[src/rtl/operand_fetch_if.sv]
// Operand-fetch handshake bundle: upstream instruction, register-bank
// read/write ports and the operand bundle toward execute.
interface operand_fetch_if;
  logic        instr_valid;
  logic [15:0] instr;
  logic        instr_ready;
  logic [2:0]  raddr1;
  logic [2:0]  raddr2;
  logic [15:0] rdata1;
  logic [15:0] rdata2;
  logic        wb_en;
  logic [2:0]  wb_addr;
  logic [15:0] wb_data;
  logic        op_valid;
  logic        op_ready;
  logic [3:0]  op_opcode;
  logic [2:0]  op_rd;
  logic [15:0] op_a;
  logic [15:0] op_b;

  modport master (
    output instr_valid, instr, rdata1, rdata2,
    output wb_en, wb_addr, wb_data, op_ready,
    input  instr_ready, raddr1, raddr2,
    input  op_valid, op_opcode, op_rd, op_a, op_b
  );

  modport slave (
    input  instr_valid, instr, rdata1, rdata2,
    input  wb_en, wb_addr, wb_data, op_ready,
    output instr_ready, raddr1, raddr2,
    output op_valid, op_opcode, op_rd, op_a, op_b
  );
endinterface

[src/rtl/operand_fetch.sv]
// Operand fetch: IDLE/FETCH/ISSUE, registered bank read, imm6 sign-extend.
// OPERAND_FETCH_BYPASS_EN enables writeback forwarding; else refetch on hazard.
module operand_fetch (
  input  logic           clk,
  input  logic           rst,
  operand_fetch_if.slave bus
);
  typedef enum logic [1:0] {
    IDLE  = 2'd0,
    FETCH = 2'd1,
    ISSUE = 2'd2
  } state_t;

  state_t      state_q, state_d;
  logic [3:0]  opc_q;
  logic [2:0]  rd_q, rs1_q, rs2_q;
  logic [5:0]  imm_q;
  logic [15:0] opa_q, opb_q;
  logic        accept, is_imm, refetch;
  logic        hit1, hit2, ahit1, ahit2;
  logic [15:0] imm_sx, opa_f, opb_f;
`ifdef OPERAND_FETCH_BYPASS_EN
  logic        byp_a_q, byp_b_q;
  logic [15:0] byp_d_q;
`else
  logic        haz_q;
`endif

  assign accept = bus.instr_valid & bus.instr_ready;
  assign is_imm = opc_q[3];
  assign imm_sx = {{10{imm_q[5]}}, imm_q};

  assign hit1  = bus.wb_en & (bus.wb_addr == rs1_q);
  assign hit2  = bus.wb_en & (bus.wb_addr == rs2_q) & ~is_imm;
  assign ahit1 = bus.wb_en & (bus.wb_addr == bus.instr[8:6]);
  assign ahit2 = bus.wb_en & (bus.wb_addr == bus.instr[5:3])
               & ~bus.instr[15];

  assign bus.raddr1 = bus.instr_ready ? bus.instr[8:6] : rs1_q;
  assign bus.raddr2 = bus.instr_ready ? bus.instr[5:3] : rs2_q;

  assign bus.op_opcode = opc_q;
  assign bus.op_rd     = rd_q;
  assign bus.op_a      = opa_q;
  assign bus.op_b      = opb_q;

`ifdef OPERAND_FETCH_BYPASS_EN
  // Newest write wins: FETCH-cycle wb, then accept-cycle wb, then bank.
  assign opa_f = hit1    ? bus.wb_data :
                 byp_a_q ? byp_d_q : bus.rdata1;
  assign opb_f = is_imm  ? imm_sx :
                 hit2    ? bus.wb_data :
                 byp_b_q ? byp_d_q : bus.rdata2;
  assign refetch = 1'b0;
`else
  // Bank reads old data on a same-edge write, so stay until it is fresh.
  assign opa_f   = bus.rdata1;
  assign opb_f   = is_imm ? imm_sx : bus.rdata2;
  assign refetch = haz_q | hit1 | hit2;
`endif

  // State register
  always_ff @(posedge clk or posedge rst) begin
    if (rst) state_q <= IDLE;
    else     state_q <= state_d;
  end

  // Next-state logic
  always_comb begin
    state_d = state_q;
    unique case (state_q)
      IDLE:    state_d = accept ? FETCH : IDLE;
      FETCH:   state_d = refetch ? FETCH : ISSUE;
      ISSUE:   if (bus.op_ready) state_d = accept ? FETCH : IDLE;
      default: state_d = IDLE;
    endcase
  end

  // Handshake outputs decoded from state
  always_comb begin
    bus.instr_ready = (state_q == IDLE)
                    | ((state_q == ISSUE) & bus.op_ready);
    bus.op_valid    = (state_q == ISSUE);
  end

  // Field latch, operand capture and held-operand update
  always_ff @(posedge clk or posedge rst) begin
    if (rst) begin
      opc_q   <= '0;
      rd_q    <= '0;
      rs1_q   <= '0;
      rs2_q   <= '0;
      imm_q   <= '0;
      opa_q   <= '0;
      opb_q   <= '0;
`ifdef OPERAND_FETCH_BYPASS_EN
      byp_a_q <= 1'b0;
      byp_b_q <= 1'b0;
      byp_d_q <= '0;
`else
      haz_q   <= 1'b0;
`endif
    end else begin
      if (accept) begin
        opc_q   <= bus.instr[15:12];
        rd_q    <= bus.instr[11:9];
        rs1_q   <= bus.instr[8:6];
        rs2_q   <= bus.instr[5:3];
        imm_q   <= bus.instr[5:0];
`ifdef OPERAND_FETCH_BYPASS_EN
        byp_a_q <= ahit1;
        byp_b_q <= ahit2;
        byp_d_q <= bus.wb_data;
`else
        haz_q   <= ahit1 | ahit2;
`endif
      end
      if (state_q == FETCH) begin
        opa_q <= opa_f;
        opb_q <= opb_f;
`ifndef OPERAND_FETCH_BYPASS_EN
        haz_q <= hit1 | hit2;
`endif
      end
`ifdef OPERAND_FETCH_BYPASS_EN
      if ((state_q == ISSUE) && !bus.op_ready) begin
        if (hit1) opa_q <= bus.wb_data;
        if (hit2) opb_q <= bus.wb_data;
      end
`endif
    end
  end
endmodule

[src/flat_wrapper.sv]
// flat-port wrapper written by rule: the top's interface ports become plain ports
module operand_fetch_flat 
  (clk, rst, bus_instr_valid, bus_instr, bus_rdata1, bus_rdata2, bus_wb_en, bus_wb_addr, bus_wb_data, bus_op_ready, bus_instr_ready, bus_raddr1, bus_raddr2, bus_op_valid, bus_op_opcode, bus_op_rd, bus_op_a, bus_op_b);
  operand_fetch_if bus_i ();
  input  logic clk;
  input  logic rst;
  input wire logic [$bits(bus_i.instr_valid)-1:0] bus_instr_valid;
  input wire logic [$bits(bus_i.instr)-1:0] bus_instr;
  input wire logic [$bits(bus_i.rdata1)-1:0] bus_rdata1;
  input wire logic [$bits(bus_i.rdata2)-1:0] bus_rdata2;
  input wire logic [$bits(bus_i.wb_en)-1:0] bus_wb_en;
  input wire logic [$bits(bus_i.wb_addr)-1:0] bus_wb_addr;
  input wire logic [$bits(bus_i.wb_data)-1:0] bus_wb_data;
  input wire logic [$bits(bus_i.op_ready)-1:0] bus_op_ready;
  output wire logic [$bits(bus_i.instr_ready)-1:0] bus_instr_ready;
  output wire logic [$bits(bus_i.raddr1)-1:0] bus_raddr1;
  output wire logic [$bits(bus_i.raddr2)-1:0] bus_raddr2;
  output wire logic [$bits(bus_i.op_valid)-1:0] bus_op_valid;
  output wire logic [$bits(bus_i.op_opcode)-1:0] bus_op_opcode;
  output wire logic [$bits(bus_i.op_rd)-1:0] bus_op_rd;
  output wire logic [$bits(bus_i.op_a)-1:0] bus_op_a;
  output wire logic [$bits(bus_i.op_b)-1:0] bus_op_b;
  assign bus_i.instr_valid = bus_instr_valid;
  assign bus_i.instr = bus_instr;
  assign bus_i.rdata1 = bus_rdata1;
  assign bus_i.rdata2 = bus_rdata2;
  assign bus_i.wb_en = bus_wb_en;
  assign bus_i.wb_addr = bus_wb_addr;
  assign bus_i.wb_data = bus_wb_data;
  assign bus_i.op_ready = bus_op_ready;
  assign bus_instr_ready = bus_i.instr_ready;
  assign bus_raddr1 = bus_i.raddr1;
  assign bus_raddr2 = bus_i.raddr2;
  assign bus_op_valid = bus_i.op_valid;
  assign bus_op_opcode = bus_i.op_opcode;
  assign bus_op_rd = bus_i.op_rd;
  assign bus_op_a = bus_i.op_a;
  assign bus_op_b = bus_i.op_b;
  operand_fetch u_core (.clk(clk), .rst(rst), .bus(bus_i));
endmodule
[config.mk]
export PLATFORM = sky130hd
export DESIGN_NAME = operand_fetch_flat
export DESIGN_NICKNAME = d
export VERILOG_FILES = /design/src/rtl/operand_fetch_if.sv /design/src/rtl/operand_fetch.sv /design/src/flat_wrapper.sv
export SDC_FILE = /design/constraint.sdc
export NUM_CORES = 1
export LEC_CHECK = 0
export ABC_CLOCK_PERIOD_IN_PS = 1900
export BUFFER_PORTS_ARGS = -buffer_cell sky130_fd_sc_hd__buf_2
export CAP_MARGIN = 10
export CORE_ASPECT_RATIO = 0.8
export CORE_MARGIN = 1
export CORE_UTILIZATION = 45
export DETAILED_ROUTE_END_ITERATION = 16
export GPL_TIMING_DRIVEN = 0
export HOLD_SLACK_MARGIN = 0.08
export PLACE_DENSITY = 0.84
export SLEW_MARGIN = 20
export SYNTH_ARGS = -nofsm -noshare
export SYNTH_HDL_FRONTEND = slang
export SYNTH_SLANG_ARGS = --single-unit
[constraint.sdc]
create_clock -name clk -period 1.9 [get_ports clk]
set_input_delay 0.095 -clock clk [delete_from_list [all_inputs] [get_ports clk]]
set_output_delay 0.095 -clock clk [all_outputs]
set_load 0.05 [all_outputs]
==> flow_summary.ini <==
[clocking]
cts_tree = done
clk_pin_slew_worst_paths_ns = 0.09
cts_num_sinks = 51
cts_setup_buffers = 0
cts-htree-levels = 2
root_buffer = clkbuf_8
clockBufferDepth = 2
insertion_delay_ns = 0.29
cts_inserted_buffers = 5

[outcome]
status = finished clean

[detailed_routing]
drt.antenna.violating_nets = 0
wl_per_cell_um = 13.4
num_vias = 2015
viasPerCell = 4.82
drt-pass1-iter-count = 4
finalWirelength_um = 5610
drt_iter0_markers = 73
drc_errors = 0

[sta]
holdWs_ns = 0.0944
period_share_pct = 93.9
fmax_ghz = 0.560
slew_headroom_pct = 69.3
setup_viol = 0
worst_pin_slew_ns = 0.460
fin_crit_ns = 1.78
fin_skew_ns = 0.00642
hold_viol = 0
drv_slew = 0
setup_ws_ns = 0.115
rsz0062_at_grt = false

[power_and_ir_drop]
pwr-share-seq_pct = 29.7
p_comb_share_pct = 61.0
p_int_mw = 3.09
power_density_nw_per_um2 = 1960
p_leak_nw = 1.75
p_switching_mw = 3.46
ir_worst_vdd_v = 0.00116
clkPwrFrac_pct = 9.3
finalPower_mw = 6.54
swShare_pct = 52.8

[floorplanning]
rows = 22
die_w_um = 81.9
die_h_um = 65.9
coreArea_um2 = 4730
start_util_pct = 48.6
num_io_pins = 119
die-area_um2 = 5400

[job]
cap_violations = 0

[critical_path]
critPathCaptureType = output port
worstPathRequired_ns = 1.80
ff2ff_setup_slack_ns = 0.44
cp_data_arrival_time_ns = 1.69
worst-path-max-fanout = 9
r2r_start = u_core.state_q[1]$_DFFE_PP0P_
timing.critical_path.from_type = input pin
cp-startpoint = bus_op_ready
crit_type = input pin to output port

[cells_and_area]
nets = 430
antennaDiodeCount = 0
syn2layout_area_growth_pct = 45.3
n_fill_cell = 375
instances_no_fill = 418
drive_above_1_share_pct = 39.9

[grt]
grt_pass1_wl_um = 9070
grt_max_degree = 35
grt_pass1_vias = 1976
antenna_found_initial = 0
track_usage_pct = 22.6
grt_remaining_overflow = 0

[placement]
portBuffers = 102
gp_congestion = 0.752
dp_slack_ns = 0.367
dp_cells = 377
hpwl_um = 3910

[worst_hold_path]
hp-class = input pin to flip-flop
hold_path_startpoint = bus_instr[8]

[logic_synthesis]
avgSynthCellArea_um2 = 10.7
netlist_instances = 214
netlist-cell-type-count = 29
synth_warnings = 0
ys_seq_area_share_pct = 55.5
synthesis.nets = 286
syn_area_um2 = 2300
ys_seq_elements = 51
## cells by family (layout without fill, tap and decap cells)
group,count (synthesis),in the layout,synth area share [%]
compound gates,34,34,8.38
xor+xnor,12,12,4.57
buf+inv,16,160,3.97
flops,51,51,55.5
mux,27,27,14.4
simple gates,74,74,13.2
## layout by cell type (no fill, tap or decap), drive strengths merged
master	netlist	final
buf	8	111
nand2	64	64
dfrtp	51	51
dlygate4sd3	0	34
mux2	22	22
o21ai	16	16
a21oi	13	13
clkbuf	4	10
xnor2	6	6
xor2	6	6
mux2i	5	5
inv	4	4
nor2b	3	3
nand4	2	2
nand2b	1	1
and2	1	1
nand3b	1	1
o2bb2ai	1	1
a211o	1	1
a22o	1	1
nor3	1	1
nor4	1	1
o2111ai	1	1
a32oi	1	1
clkinv	0	1
## layout make-up
class	instances	area (µm²)	area share [%]
inverter	4	15.0	0.449
clock inverter	1	5.00	0.150
buffer	12	76.3	2.28
clock buffer	6	82.6	2.47
sequential	51	1280	38.2
timing repair buffer	137	871	26.1
multi-input combinational	147	940	28.1
tap	60	75.1	2.25
## flip-flops by register name (all words and copies together), names as in the netlist
signal                cells
u_core.bus.op_a          16
u_core.imm_q              6
u_core.bus.op_b          16
u_core.haz_q              1
u_core.rs1_q              3
u_core.bus.op_opcode      4
u_core.bus.op_rd          3
u_core.state_q            2
## metrics by stage
step / utilization, % / area (µm²) / TNS, ns
after floorplan: - / 2300 / 0
after global placement: 60.9 / 2890 / -1.80
after detailed placement: 61.4 / 2910 / 0
after CTS: 70.4 / 3330 / 0
after global routing: 70.6 / 3340 / 0
final: 70.6 / 3340 / 0
## final timing paths
kind                       cells past startpoint                               to
max                                            6                    bus_raddr2[0]
max in group asynchronous                      4   u_core.bus.op_b[1]$_DFFE_PP0P_
min reg2reg                                    2  u_core.bus.op_a[13]$_DFFE_PP0P_
min                                            2      u_core.rs1_q[2]$_DFFE_PP0P_
max reg2reg                                    4      u_core.rs1_q[2]$_DFFE_PP0P_
min in group asynchronous                      3  u_core.bus.op_rd[0]$_DFFE_PP0P_
## Yosys cell counts
master | instances | area [µm²]
nand2b_1 | 1 | 6.26
clkbuf_1 | 4 | 15.0
and2_1 | 1 | 6.26
a21oi_2 | 1 | 8.76
o2111ai_1 | 1 | 8.76
a211o_1 | 1 | 8.76
o21ai_1 | 1 | 5.00
a22o_1 | 1 | 8.76
nand2_1 | 64 | 240
nor2b_1 | 3 | 18.8
buf_2 | 6 | 30.0
mux2_2 | 13 | 146
a32oi_1 | 1 | 8.76
inv_1 | 3 | 11.3
buf_6 | 1 | 11.3
xor2_1 | 6 | 52.6
mux2i_1 | 5 | 50.1
mux2_4 | 9 | 135
xnor2_1 | 6 | 52.6
inv_2 | 1 | 3.75
nor4_1 | 1 | 6.26
buf_12 | 1 | 20.0
nand4_1 | 2 | 12.5
o2bb2ai_1 | 1 | 8.76
a21oi_1 | 12 | 60.1
nand3b_1 | 1 | 7.51
o21ai_0 | 15 | 75.1
nor3_1 | 1 | 5.00
dfrtp_1 | 51 | 1280
## routing by layer
layer / vias to the layer above / GRT usage, % / wire length [µm]
met5: - / 0 / 0
met4: 0 / 5.70 / 45
met3: 8 / 5.10 / 350
met2: 67 / 39.7 / 2830
met1: 941 / 28.0 / 2380
li1: 999 / - / -
## power by group through the flow
stage                     combinational (mW)  sequential (mW)  clock, mW
after floorplan                         1.64             3.34          0
after global placement                  3.87             1.92          0
after detailed placement                3.95             1.96          0
after CTS                               4.01             1.94      0.630
after global routing                    4.28             2.02      0.683
final                                   3.99             1.94      0.611
## what timing repair did
| item | 4_1_cts | 5_1_grt |
|---|---|---|
| resized for setup | 0 | 1 |
| endpoints found under the hold margin | 50 | 0 |
| hold buffers | 34 | 0 |
| endpoints found under the setup margin | 0 | 6 |
## worst max-delay path: stages
cell,delay (ns)
dlygate4sd3_1,0.54
buf_2,0.11
inv_2,0.05
a21oi_4,0.30
mux2_2,0.38
buf_2,0.21
Note: power is estimated with default switching activity, not from simulation.
